## config.mk

```make
export PLATFORM = sky130hd
export DESIGN_NAME = ex_div_flat
export DESIGN_NICKNAME = d
export VERILOG_FILES = /design/src/rtl/ex_div_if.sv /design/src/rtl/ex_div.sv /design/src/flat_wrapper.sv
export SDC_FILE = /design/constraint.sdc
export NUM_CORES = 1
export LEC_CHECK = 0
export ABC_AREA = 1
export BUFFER_PORTS_ARGS = -buffer_cell sky130_fd_sc_hd__clkbuf_2
export CAP_MARGIN = 20
export CORE_MARGIN = 5
export CORE_UTILIZATION = 28
export CTS_BUF_LIST = sky130_fd_sc_hd__clkbuf_2
export DETAILED_ROUTE_END_ITERATION = 12
export PLACE_DENSITY_LB_ADDON = 0.3
export SYNTH_ARGS = -nofsm -noshare
export SYNTH_HDL_FRONTEND = slang
export SYNTH_SLANG_ARGS = --single-unit
```

## constraint.sdc

```tcl
create_clock -name clk -period 5.4 [get_ports clk]
set_input_delay 0.27 -clock clk [delete_from_list [all_inputs] [get_ports clk]]
set_output_delay 0.27 -clock clk [all_outputs]
set_load 0.01 [all_outputs]
```

## src/rtl/ex_div_if.sv

```systemverilog
// Execute-stage <-> divider handshake: operands and request in, {rem, quo} and ready out.
interface ex_div_if #(parameter int DATA_W = 32);
  logic                  signed_div_i;
  logic [DATA_W-1:0]     opdata1_i;
  logic [DATA_W-1:0]     opdata2_i;
  logic                  start_i;
  logic                  annul_i;
  logic [2*DATA_W-1:0]   result_o;
  logic                  ready_o;

  modport master (
    output signed_div_i, opdata1_i, opdata2_i, start_i, annul_i,
    input  result_o, ready_o
  );

  modport slave (
    input  signed_div_i, opdata1_i, opdata2_i, start_i, annul_i,
    output result_o, ready_o
  );
endinterface

```

## src/rtl/ex_div.sv

```systemverilog
// Iterative restoring divider for DIV/DIVU: one quotient bit per clock on operand
// magnitudes, signs restored when the result is finalized.
module ex_div #(
  parameter int DATA_W = 32
) (
  input  logic     clk,
  input  logic     rst,
  ex_div_if.slave  bus
);
  localparam int CNT_W = $clog2(DATA_W + 1);
  localparam int WR_W  = 2 * DATA_W + 1;

  typedef enum logic [1:0] {DivFree, DivByZero, DivOn, DivEnd} state_e;

  state_e                state_q, state_d;
  logic [CNT_W-1:0]      cnt_q, cnt_d;
  logic [WR_W-1:0]       work_q, work_d;
  logic [DATA_W-1:0]     dsor_q, dsor_d;
  logic                  negq_q, negq_d;
  logic                  negr_q, negr_d;
  logic [2*DATA_W-1:0]   result_q, result_d;
  logic                  ready_q, ready_d;

  logic                  op1_neg, op2_neg;
  logic [DATA_W-1:0]     abs1, abs2;
  logic [WR_W-1:0]       shifted;
  logic [DATA_W+1:0]     trial;
  logic                  borrow;
  logic [DATA_W-1:0]     quo, rem, quo_fin, rem_fin;

  assign op1_neg = bus.signed_div_i & bus.opdata1_i[DATA_W-1];
  assign op2_neg = bus.signed_div_i & bus.opdata2_i[DATA_W-1];
  assign abs1    = op1_neg ? -bus.opdata1_i : bus.opdata1_i;
  assign abs2    = op2_neg ? -bus.opdata2_i : bus.opdata2_i;

  assign shifted = {work_q[WR_W-2:0], 1'b0};
  assign trial   = {1'b0, shifted[WR_W-1:DATA_W]} - {2'b0, dsor_q};
  assign borrow  = trial[DATA_W+1];

  // Partial remainder lives in [2W:W]; its top bit is always 0 once done since rem < divisor.
  assign quo     = work_q[DATA_W-1:0];
  assign rem     = work_q[2*DATA_W-1:DATA_W];
  assign quo_fin = negq_q ? -quo : quo;
  assign rem_fin = negr_q ? -rem : rem;

  always_comb begin
    state_d  = state_q;
    cnt_d    = cnt_q;
    work_d   = work_q;
    dsor_d   = dsor_q;
    negq_d   = negq_q;
    negr_d   = negr_q;
    result_d = result_q;
    ready_d  = ready_q;
    case (state_q)
      DivFree: begin
        ready_d  = 1'b0;
        result_d = '0;
        if (bus.start_i && !bus.annul_i) begin
          if (bus.opdata2_i == '0) begin
            state_d = DivByZero;
          end else begin
            state_d = DivOn;
            cnt_d   = '0;
            dsor_d  = abs2;
            negq_d  = op1_neg ^ op2_neg;
            negr_d  = op1_neg;
            work_d  = {{(DATA_W+1){1'b0}}, abs1};
          end
        end
      end
      DivByZero: begin
        if (bus.annul_i) begin
          state_d = DivFree;
        end else begin
          state_d  = DivEnd;
          result_d = '0;
          ready_d  = 1'b1;
        end
      end
      DivOn: begin
        if (bus.annul_i) begin
          state_d = DivFree;
          cnt_d   = '0;
        end else if (cnt_q != CNT_W'(DATA_W)) begin
          work_d = borrow ? shifted : {trial[DATA_W:0], shifted[DATA_W-1:1], 1'b1};
          cnt_d  = cnt_q + 1'b1;
        end else begin
          state_d  = DivEnd;
          cnt_d    = '0;
          result_d = {rem_fin, quo_fin};
          ready_d  = 1'b1;
        end
      end
      DivEnd: begin
        // Result is held for the execute stage until it drops the request.
        if (!bus.start_i) begin
          state_d  = DivFree;
          ready_d  = 1'b0;
          result_d = '0;
        end
      end
      default: state_d = DivFree;
    endcase
  end

  always_ff @(posedge clk or posedge rst) begin
    if (rst) begin
      state_q  <= DivFree;
      cnt_q    <= '0;
      work_q   <= '0;
      dsor_q   <= '0;
      negq_q   <= 1'b0;
      negr_q   <= 1'b0;
      result_q <= '0;
      ready_q  <= 1'b0;
    end else begin
      state_q  <= state_d;
      cnt_q    <= cnt_d;
      work_q   <= work_d;
      dsor_q   <= dsor_d;
      negq_q   <= negq_d;
      negr_q   <= negr_d;
      result_q <= result_d;
      ready_q  <= ready_d;
    end
  end

  assign bus.result_o = result_q;
  assign bus.ready_o  = ready_q;
endmodule

```

## src/flat_wrapper.sv

```systemverilog
// flat-port wrapper written by rule: the top's interface ports become plain ports
module ex_div_flat 
#(
  parameter int DATA_W = 32
)
  (clk, rst, bus_signed_div_i, bus_opdata1_i, bus_opdata2_i, bus_start_i, bus_annul_i, bus_result_o, bus_ready_o);
  ex_div_if #(.DATA_W(DATA_W)) bus_i ();
  input  logic clk;
  input  logic rst;
  input wire logic [$bits(bus_i.signed_div_i)-1:0] bus_signed_div_i;
  input wire logic [$bits(bus_i.opdata1_i)-1:0] bus_opdata1_i;
  input wire logic [$bits(bus_i.opdata2_i)-1:0] bus_opdata2_i;
  input wire logic [$bits(bus_i.start_i)-1:0] bus_start_i;
  input wire logic [$bits(bus_i.annul_i)-1:0] bus_annul_i;
  output wire logic [$bits(bus_i.result_o)-1:0] bus_result_o;
  output wire logic [$bits(bus_i.ready_o)-1:0] bus_ready_o;
  assign bus_i.signed_div_i = bus_signed_div_i;
  assign bus_i.opdata1_i = bus_opdata1_i;
  assign bus_i.opdata2_i = bus_opdata2_i;
  assign bus_i.start_i = bus_start_i;
  assign bus_i.annul_i = bus_annul_i;
  assign bus_result_o = bus_i.result_o;
  assign bus_ready_o = bus_i.ready_o;
  ex_div #(.DATA_W(DATA_W)) u_core (.clk(clk), .rst(rst), .bus(bus_i));
endmodule
```

==> impl_results.md, run 1 <==
- CTS Hold Bufs: approximately 90
- Slew @ Worst Pin: roughly 960 ps
- Cells after Synth: roughly 2.1k
- Fin. Hold Viols: 0
- RR Startpoint: u_core.state_q[0]
- Share of cells above drive strength 1: a little under a tenth
- Core Rows: 80
- CTS Sinks: about 170
- DRC violation count after routing: 0
- Fin cells: slightly below 3k
- Startpoint types: flop
- Max-slew headroom: between 30% and 40%
- Hold Path Cell Cnt: 7
- CTS tree: built
- Initial antenna violation count: 5
- Setup Fix Bufs, Post-CTS: 0
- Critical path depth in cells: 10
- Crit path DAT: 4600 ps
- Cell mode on critical path: inv_1
- Reg2reg end: u_core.work_q[31]
- Min Tclk post-route: between 3000 and 4000 ps
- Synthesis-stage register bit count: about 170
- Clock Skews: around 50 ps
- Max Slew Vio Count: 0
- DR vias: around 14k
- Max FO, Critical Path: slightly above 60
- Worst r2r path cells: 10
- Cell taking the most area after synthesis: dfrtp_1
- Max incr delay on CP: around 780 ps
- Status: complete, no violations
- Number of I/O pins: between 100 and 150
- Post-synth top flop: dfrtp_1
- Delay-heaviest family, CP: buffers and inverters
- Post-CTS Resized: 0
- First-pass GRT wire length: between 70,000 and 80,000 µm
- Post-route cell area: between 15,000 and 20,000 µm²
- Pint: 3.92 mW
- Max cap viols: 0
- Maximum VDD drop: around 0.21 mV
- Synth warn: 0
- Avg Inst Size Synth: 6.36 µm²
- Post-DP HPWL: around 38,000 µm
- Largest net degree at the start of global routing: 79
- Routed WL: 48,500 µm
- Synthesized area: 13,500 µm²
- Crit path launch: u_core.state_q[0]
- Setup Crit Path Kind: reg -> reg
- Final net count: approximately 2.4k
- Clk buf depth: 2
- Clk Latency, worst-skew pair: ~850 ps
- Grt ovf: 0
- DR iter-0 viols: roughly 1.2k
- Height of the die: roughly 230 µm
- Worst setup EP type: flop
- CTS Root Cell: clkbuf_2
- Top cells by area, synth: dfrtp_1 32%, nand2_1 19%, nand3_1 8.7%
- Place WS: 2160 ps
- FILL cells: roughly 5.2k
- Routed WL per cell: approximately 16 µm
- Yosys cell types: 50
- Tcrit/Tclk final: between 70 and 80%
- Switching share of total power: between 50% and 60%
- Seq/Total Area, Yosys: a little under a third
- Comb power frac: between 60% and 70%
- Seq pwr share: 22.0%
- Via-to-Cell Ratio: 4.78
- Worst reg-to-reg setup slack: 1570 ps
- H-tree Lvls: 4
- Sum Neg Setup Slack: 0 ps
- Placed inst area: between 10,000 and 15,000 µm²
- Post-synth top area share: between 30% and 40%
- Die width: 230 µm
- 1st-pass router iterations: 6
- ANT nets after route: 0
- Core ar.: 47,700 µm²
- PortBufs: around 130
- Post-synth ARST share: 100%
- Post-Syn Nets: ~2.2k
- EDFF count, synth: 0
- Power Dens Cells: 576 nW/µm²
- Crit path cell chain: inv_1 -> ha_1 -> buf_4 -> inv_1 -> nand2_1 -> nand4_4 -> inv_4 -> nand4_1 -> dlygate4sd3_1 -> nand3_1
- Synthesis-to-layout area growth: 17.7%
- RePlAce Congestion: ~0.9
- CTS clock-pin slew for the worst setup and hold paths: roughly 260 ps
- WP data required: approximately 6200 ps
- Number of buffers created by CTS: 17
- RSZ-0062 raised after global routing: false
- Pleak: 8.43 nW
- Starting Density: 28.3%
- Total Power: 9.16 mW
- Vias in the first global route: roughly 14k
- Crit-path slowest cell: inv_4
- Sw power: roughly 5.2 mW
- Min-Delay Path Class: in -> reg
- Critical Path Sink: u_core.work_q[31]
- Crit path buf inv count: 5
- Final setup vio count: 0
- Placed cells: approximately 2.8k
- Fmax: between 200 and 300 MHz
- Clock share of power: 9.3%
- Die Area: about 53,000 µm²
- GRT Resource Usage Total: between 15 and 20%
- Setup slack after layout: around 1600 ps
==> synth_stat cells (all sizes together) (4+ instances only) <==
master	instances
nor2	203
o21a	4
clkbuf	19
nor3	37
o31ai	7
ha	42
nand2	676
o2111ai	4
nor4	4
buf	47
a21oi	61
o22ai	4
nand3	238
xor2	43
nand3b	6
o211ai	10
o21ai	170
inv	310
nand4	30
xnor2	16
o21bai	4
dfrtp	171
==> metal layers <==
metal / part of all wire [%] / track usage [%]
met4: 1.4 / 3.74
met2: 44 / 28.2
met5: 0.014 / 0
met3: 4.6 / 2.26
met1: 50 / 27.5
==> area by class of cell <==
cell class	count	area (µm²)	area share (%)
sequential	171	4280	26.9
antenna	3	7.51	0.0472
clock buffer	17	85.1	0.535
tap	615	769	4.84
multi-input combinational	1578	7690	48.4
timing repair buffer	237	1690	10.7
clock inverter	14	206	1.30
inverter	310	1170	7.36
==> sequential cells by signal (all words and copies together), names as in the netlist <==
register	count
u_core.negr_q	1
u_core.cnt_q	6
u_core.negq_q	1
u_core.work_q	64
u_core.bus.result_o	64
u_core.bus.ready_o	1
u_core.dsor_q	32
u_core.state_q	2
==> through the flow <==
stage | hold WS (ps) | util (%)
floorplan | 422 | -
global placement | 438 | 30.7
detailed placement | 439 | 30.7
CTS | 63.7 | 33.2
global route | 142 | 33.3
finish | 159 | 33.3
==> power groups by stage <==
stage                     logic, mW  clock network (mW)  registers, mW
final                          6.29               0.855           2.02
after detailed placement       6.16                   0           2.03
after global routing           7.13               0.922           2.07
after global placement         6.18                   0           2.02
after floorplan                4.69                   0           1.91
after CTS                      6.25               0.885           2.01
==> how the worst min path moves through the flow <==
stage	startpoint	to	slack, ps
floorplan	bus_opdata2_i[31]	u_core.dsor_q[31]	420
global placement	rst	u_core.bus.result_o[14]	440
detailed placement	rst	u_core.bus.result_o[8]	440
CTS	bus_signed_div_i	u_core.dsor_q[30]	60
global route	bus_signed_div_i	u_core.dsor_q[30]	140
finish	bus_signed_div_i	u_core.dsor_q[30]	160
==> placed cells by master (no fill, tap or decap), types with 5 or more instances in the layout <==
| cell | netlist | layout |
|---|---|---|
| nand2_1 | 669 | 669 |
| inv_1 | 307 | 306 |
| nand3_1 | 234 | 234 |
| nor2_1 | 192 | 192 |
| dfrtp_1 | 171 | 171 |
| clkbuf_2 | 1 | 150 |
| o21ai_0 | 123 | 123 |
| dlygate4sd3_1 | 0 | 91 |
| a21oi_1 | 58 | 58 |
| o21ai_1 | 45 | 45 |
| xor2_1 | 43 | 43 |
| ha_1 | 42 | 42 |
| nor3_1 | 34 | 34 |
| nand4_1 | 29 | 29 |
| xnor2_1 | 16 | 16 |
| buf_4 | 4 | 11 |
| o211ai_1 | 10 | 10 |
| nor2_2 | 8 | 8 |
| o31ai_1 | 7 | 7 |
| nand2_2 | 6 | 6 |
| nand3b_1 | 6 | 6 |
| inv_6 | 0 | 5 |
==> worst reg2reg max path, delay by kind of cell (launching register included) <==
kind	cells	cell delay (ps)
flops	1	470
simple gates	4	1120
buf+inv	5	2050
fa+ha+maj	1	150
==> cells by family (layout without fill, tap and decap cells) <==
logic type | Yosys count | count (layout) | share of synthesized area (%)
other cells | 0 | 3 | 0
compound gates | 275 | 275 | 11.2
xor+xnor | 59 | 59 | 3.82
buf+inv | 376 | 578 | 11.5
fa+ha+maj | 43 | 43 | 4.04
flops | 171 | 171 | 31.7
simple gates | 1201 | 1201 | 37.8
(Power assumes the default switching activity.)
==> inputs of run 2 (changes only) <==
==> constraint.sdc (replaced) <==
create_clock -name clk -period 3.8 [get_ports clk]
set_input_delay 0.19 -clock clk [delete_from_list [all_inputs] [get_ports clk]]
set_output_delay 0.19 -clock clk [all_outputs]
set_load 0.01 [all_outputs]
==> run 2 against run 1 <==
  * Final area grew 1.5%
  * Non-clock buffer count rose by 29
  * Clock-buffer cell count is the same
  * Via count grew 1.3%
  * Clock skew increased by 27 ps
  * Register-to-register slack lost 1000 ps
  * Sequential share of layout area decreased by 0.40 points
  * Die area did not move
  * Global-route usage about the same
  * Highest routed layer unchanged
==> impl_results.md, run 2 (synthesis results as in run 1) <==
- Status: complete, no violations (unchanged)
- Fin. Hold Viols: 0 (unchanged)
- Sum Neg Setup Slack: 0 ps (unchanged)
- PortBufs: 133 (unchanged)
- Share of cells above drive strength 1: 9.30% (was 9.24%)
- Synthesis-to-layout area growth: 19.5% (was 17.7%)
- Pleak: 8.52 nW (was 8.43 nW)
- Setup Crit Path Kind: reg -> reg (unchanged)
- Min-Delay Path Class: in -> reg (unchanged)
- ANT nets after route: 0 (unchanged)
- 1st-pass router iterations: 5 (was 6)
- Routed WL: 48,800 µm (was 48,500 µm)
- First-pass GRT wire length: 77,200 µm (about the same)
- Startpoint types: flop (unchanged)
- Fmax: 310 MHz (was 261 MHz)
- FILL cells: 5,194 (was 5,235)
- Place WS: 963 ps (was 2160 ps)
- Number of I/O pins: 134 (unchanged)
- WHS Endpoint: u_core.dsor_q[0] (was u_core.dsor_q[30])
- Total Power: 13.0 mW (was 9.16 mW)
- RePlAce Congestion: 0.949 (was 0.924)
- WP data required: 4580 ps (was 6180 ps)
- Die Area: 52,700 µm² (unchanged)
- Core ar.: 47,700 µm² (unchanged)
- Maximum VDD drop: 0.459 mV (was 0.210 mV)
- Fin cells: 2,973 (was 2,945)
- Post-CTS Resized: 0 (unchanged)
- Worst setup EP type: flop (unchanged)
- GRT Resource Usage Total: 18.3% (about the same)
- Power Dens Cells: 805 nW/µm² (was 576 nW/µm²)
- Routed WL per cell: 16.4 µm (was 16.5 µm)
- Slew @ Worst Pin: 929 ps (was 957 ps)
- RR Startpoint: u_core.state_q[0] (unchanged)
- Grt ovf: 0 (unchanged)
- Crit path DAT: 4000 ps (was 4600 ps)
- Most common cell after layout, fill and taps aside: nand2_1 (unchanged)
- Max FO, Critical Path: 61 (unchanged)
- Height of the die: 230 µm (unchanged)
- Placed cells: 2,824 (was 2,818)
- Hold Path Cell Cnt: 4 (was 7)
- CTS clock-pin slew for the worst setup and hold paths: 300 ps (was 260 ps)
- CTS Sinks: 171 (unchanged)
- Clk Latency, worst-skew pair: 860 ps (was 850 ps)
- Max incr delay on CP: 600 ps (was 780 ps)
- Min Tclk post-route: 3230 ps (was 3830 ps)
- Max cap viols: 0 (unchanged)
- CTS Root Cell: clkbuf_2 (unchanged)
- H-tree Lvls: 4 (unchanged)
- Die width: 230 µm (unchanged)
- Fin Hold WS: 242 ps (was 159 ps)
- RSZ-0062 raised after global routing: false (unchanged)
- Most frequent cells in the layout: 669 x nand2_1, 306 x inv_1, 234 x nand3_1 (unchanged)
- Crit-path slowest cell: dlygate4sd3_1 (was inv_4)
- DR vias: 14.2k (was 14.1k)
- Via-to-Cell Ratio: 4.79 (was 4.78)
- Vias in the first global route: 13.7k (was 13.5k)
- DR iter-0 viols: 1,189 (was 1,168)
- Hold path start: bus_opdata2_i[0] (was bus_signed_div_i)
- Reg2reg end: u_core.work_q[31] (unchanged)
- Max-slew headroom: 37.9% (was 36.1%)
- Post-DP HPWL: 38,400 µm (about the same)
- Final setup vio count: 0 (unchanged)
- Worst r2r path cells: 11 (was 10)
- CTS tree: built (unchanged)
- Largest net degree at the start of global routing: 99 (was 79)
- Clk buf depth: 2 (unchanged)
- Max Slew Vio Count: 0 (unchanged)
- Crit path cell chain: inv_1 -> ha_1 -> inv_1 -> buf_4 -> nor2_1 -> nor2_1 -> nand4_4 -> inv_4 -> nand4_1 -> dlygate4sd3_1 -> nand3_1 (was inv_1 -> ha_1 -> buf_4 -> inv_1 -> nand2_1 -> nand4_4 -> inv_4 -> nand4_1 -> dlygate4sd3_1 -> nand3_1)
- Worst reg-to-reg setup slack: 570 ps (was 1570 ps)
- Starting Density: 28.3% (unchanged)
- Core Rows: 80 (unchanged)
- Initial antenna violation count: 3 (was 5)
- Setup slack after layout: 573 ps (was 1570 ps)
- Tcrit/Tclk final: 84.9% (was 70.9%)
- Final net count: 2,456 (was 2,427)
- DRC violation count after routing: 0 (unchanged)
- Clock Skews: 76.1 ps (was 49.4 ps)
- Number of buffers created by CTS: 17 (unchanged)
[run 2: routing by layer]
metal  wire, µm  GRT usage (%)
met5         13              0
met4        987           4.72
met3       2800           2.87
met2      20900           27.7
met1      24100           27.1
[run 2: how the worst max path moves through the flow]
stage	from	endpoint	slack, ps	cells after the start
2_1_floorplan	rst	u_core.bus.ready_o	1430	1
3_3_place_gp	u_core.work_q[36]	u_core.work_q[55]	950	12
3_5_place_dp	u_core.work_q[36]	u_core.work_q[55]	960	12
4_1_cts	u_core.state_q[0]	u_core.work_q[31]	550	11
5_1_grt	u_core.state_q[0]	u_core.work_q[31]	300	11
6_report	u_core.state_q[0]	u_core.work_q[31]	570	11
[run 2: timing repair]
item                                   CTS  global route
hold buffers                           115             0
endpoints found under the hold margin  225             0
setup buffers                            0             0
[run 2: power breakdown]
part	leakage (nW)	switching (mW)	internal, mW
registers	2.27	0.530	2.34
logic	6.09	6.18	2.87
clock network	0.150	0.751	0.319
[run 2: critical path, delay by kind of cell, from the launching register on]
family | cells | cell delay (ps)
adder cells (fa/ha/maj) | 1 | 310
buffers and inverters | 5 | 1760
flip-flops | 1 | 470
AND/OR/NAND/NOR | 5 | 620
[run 2: metrics by stage]
stage               util (%)  area, µm²
floorplan                  -      13500
global placement        30.8      14700
detailed placement      30.8      14700
CTS                     33.8      16100
global route            33.8      16100
finish                  33.8      16100
[run 2: layout make-up]
cell class | count | area, µm² | share of cell area, %
clock inverter | 14 | 165 | 1.02
tap | 615 | 769 | 4.77
sequential | 171 | 4280 | 26.5
timing repair buffer | 266 | 1980 | 12.2
antenna | 2 | 5.00 | 0.0310
inverter | 310 | 1170 | 7.25
clock buffer | 17 | 85.1 | 0.527
multi-input combinational | 1578 | 7690 | 47.6
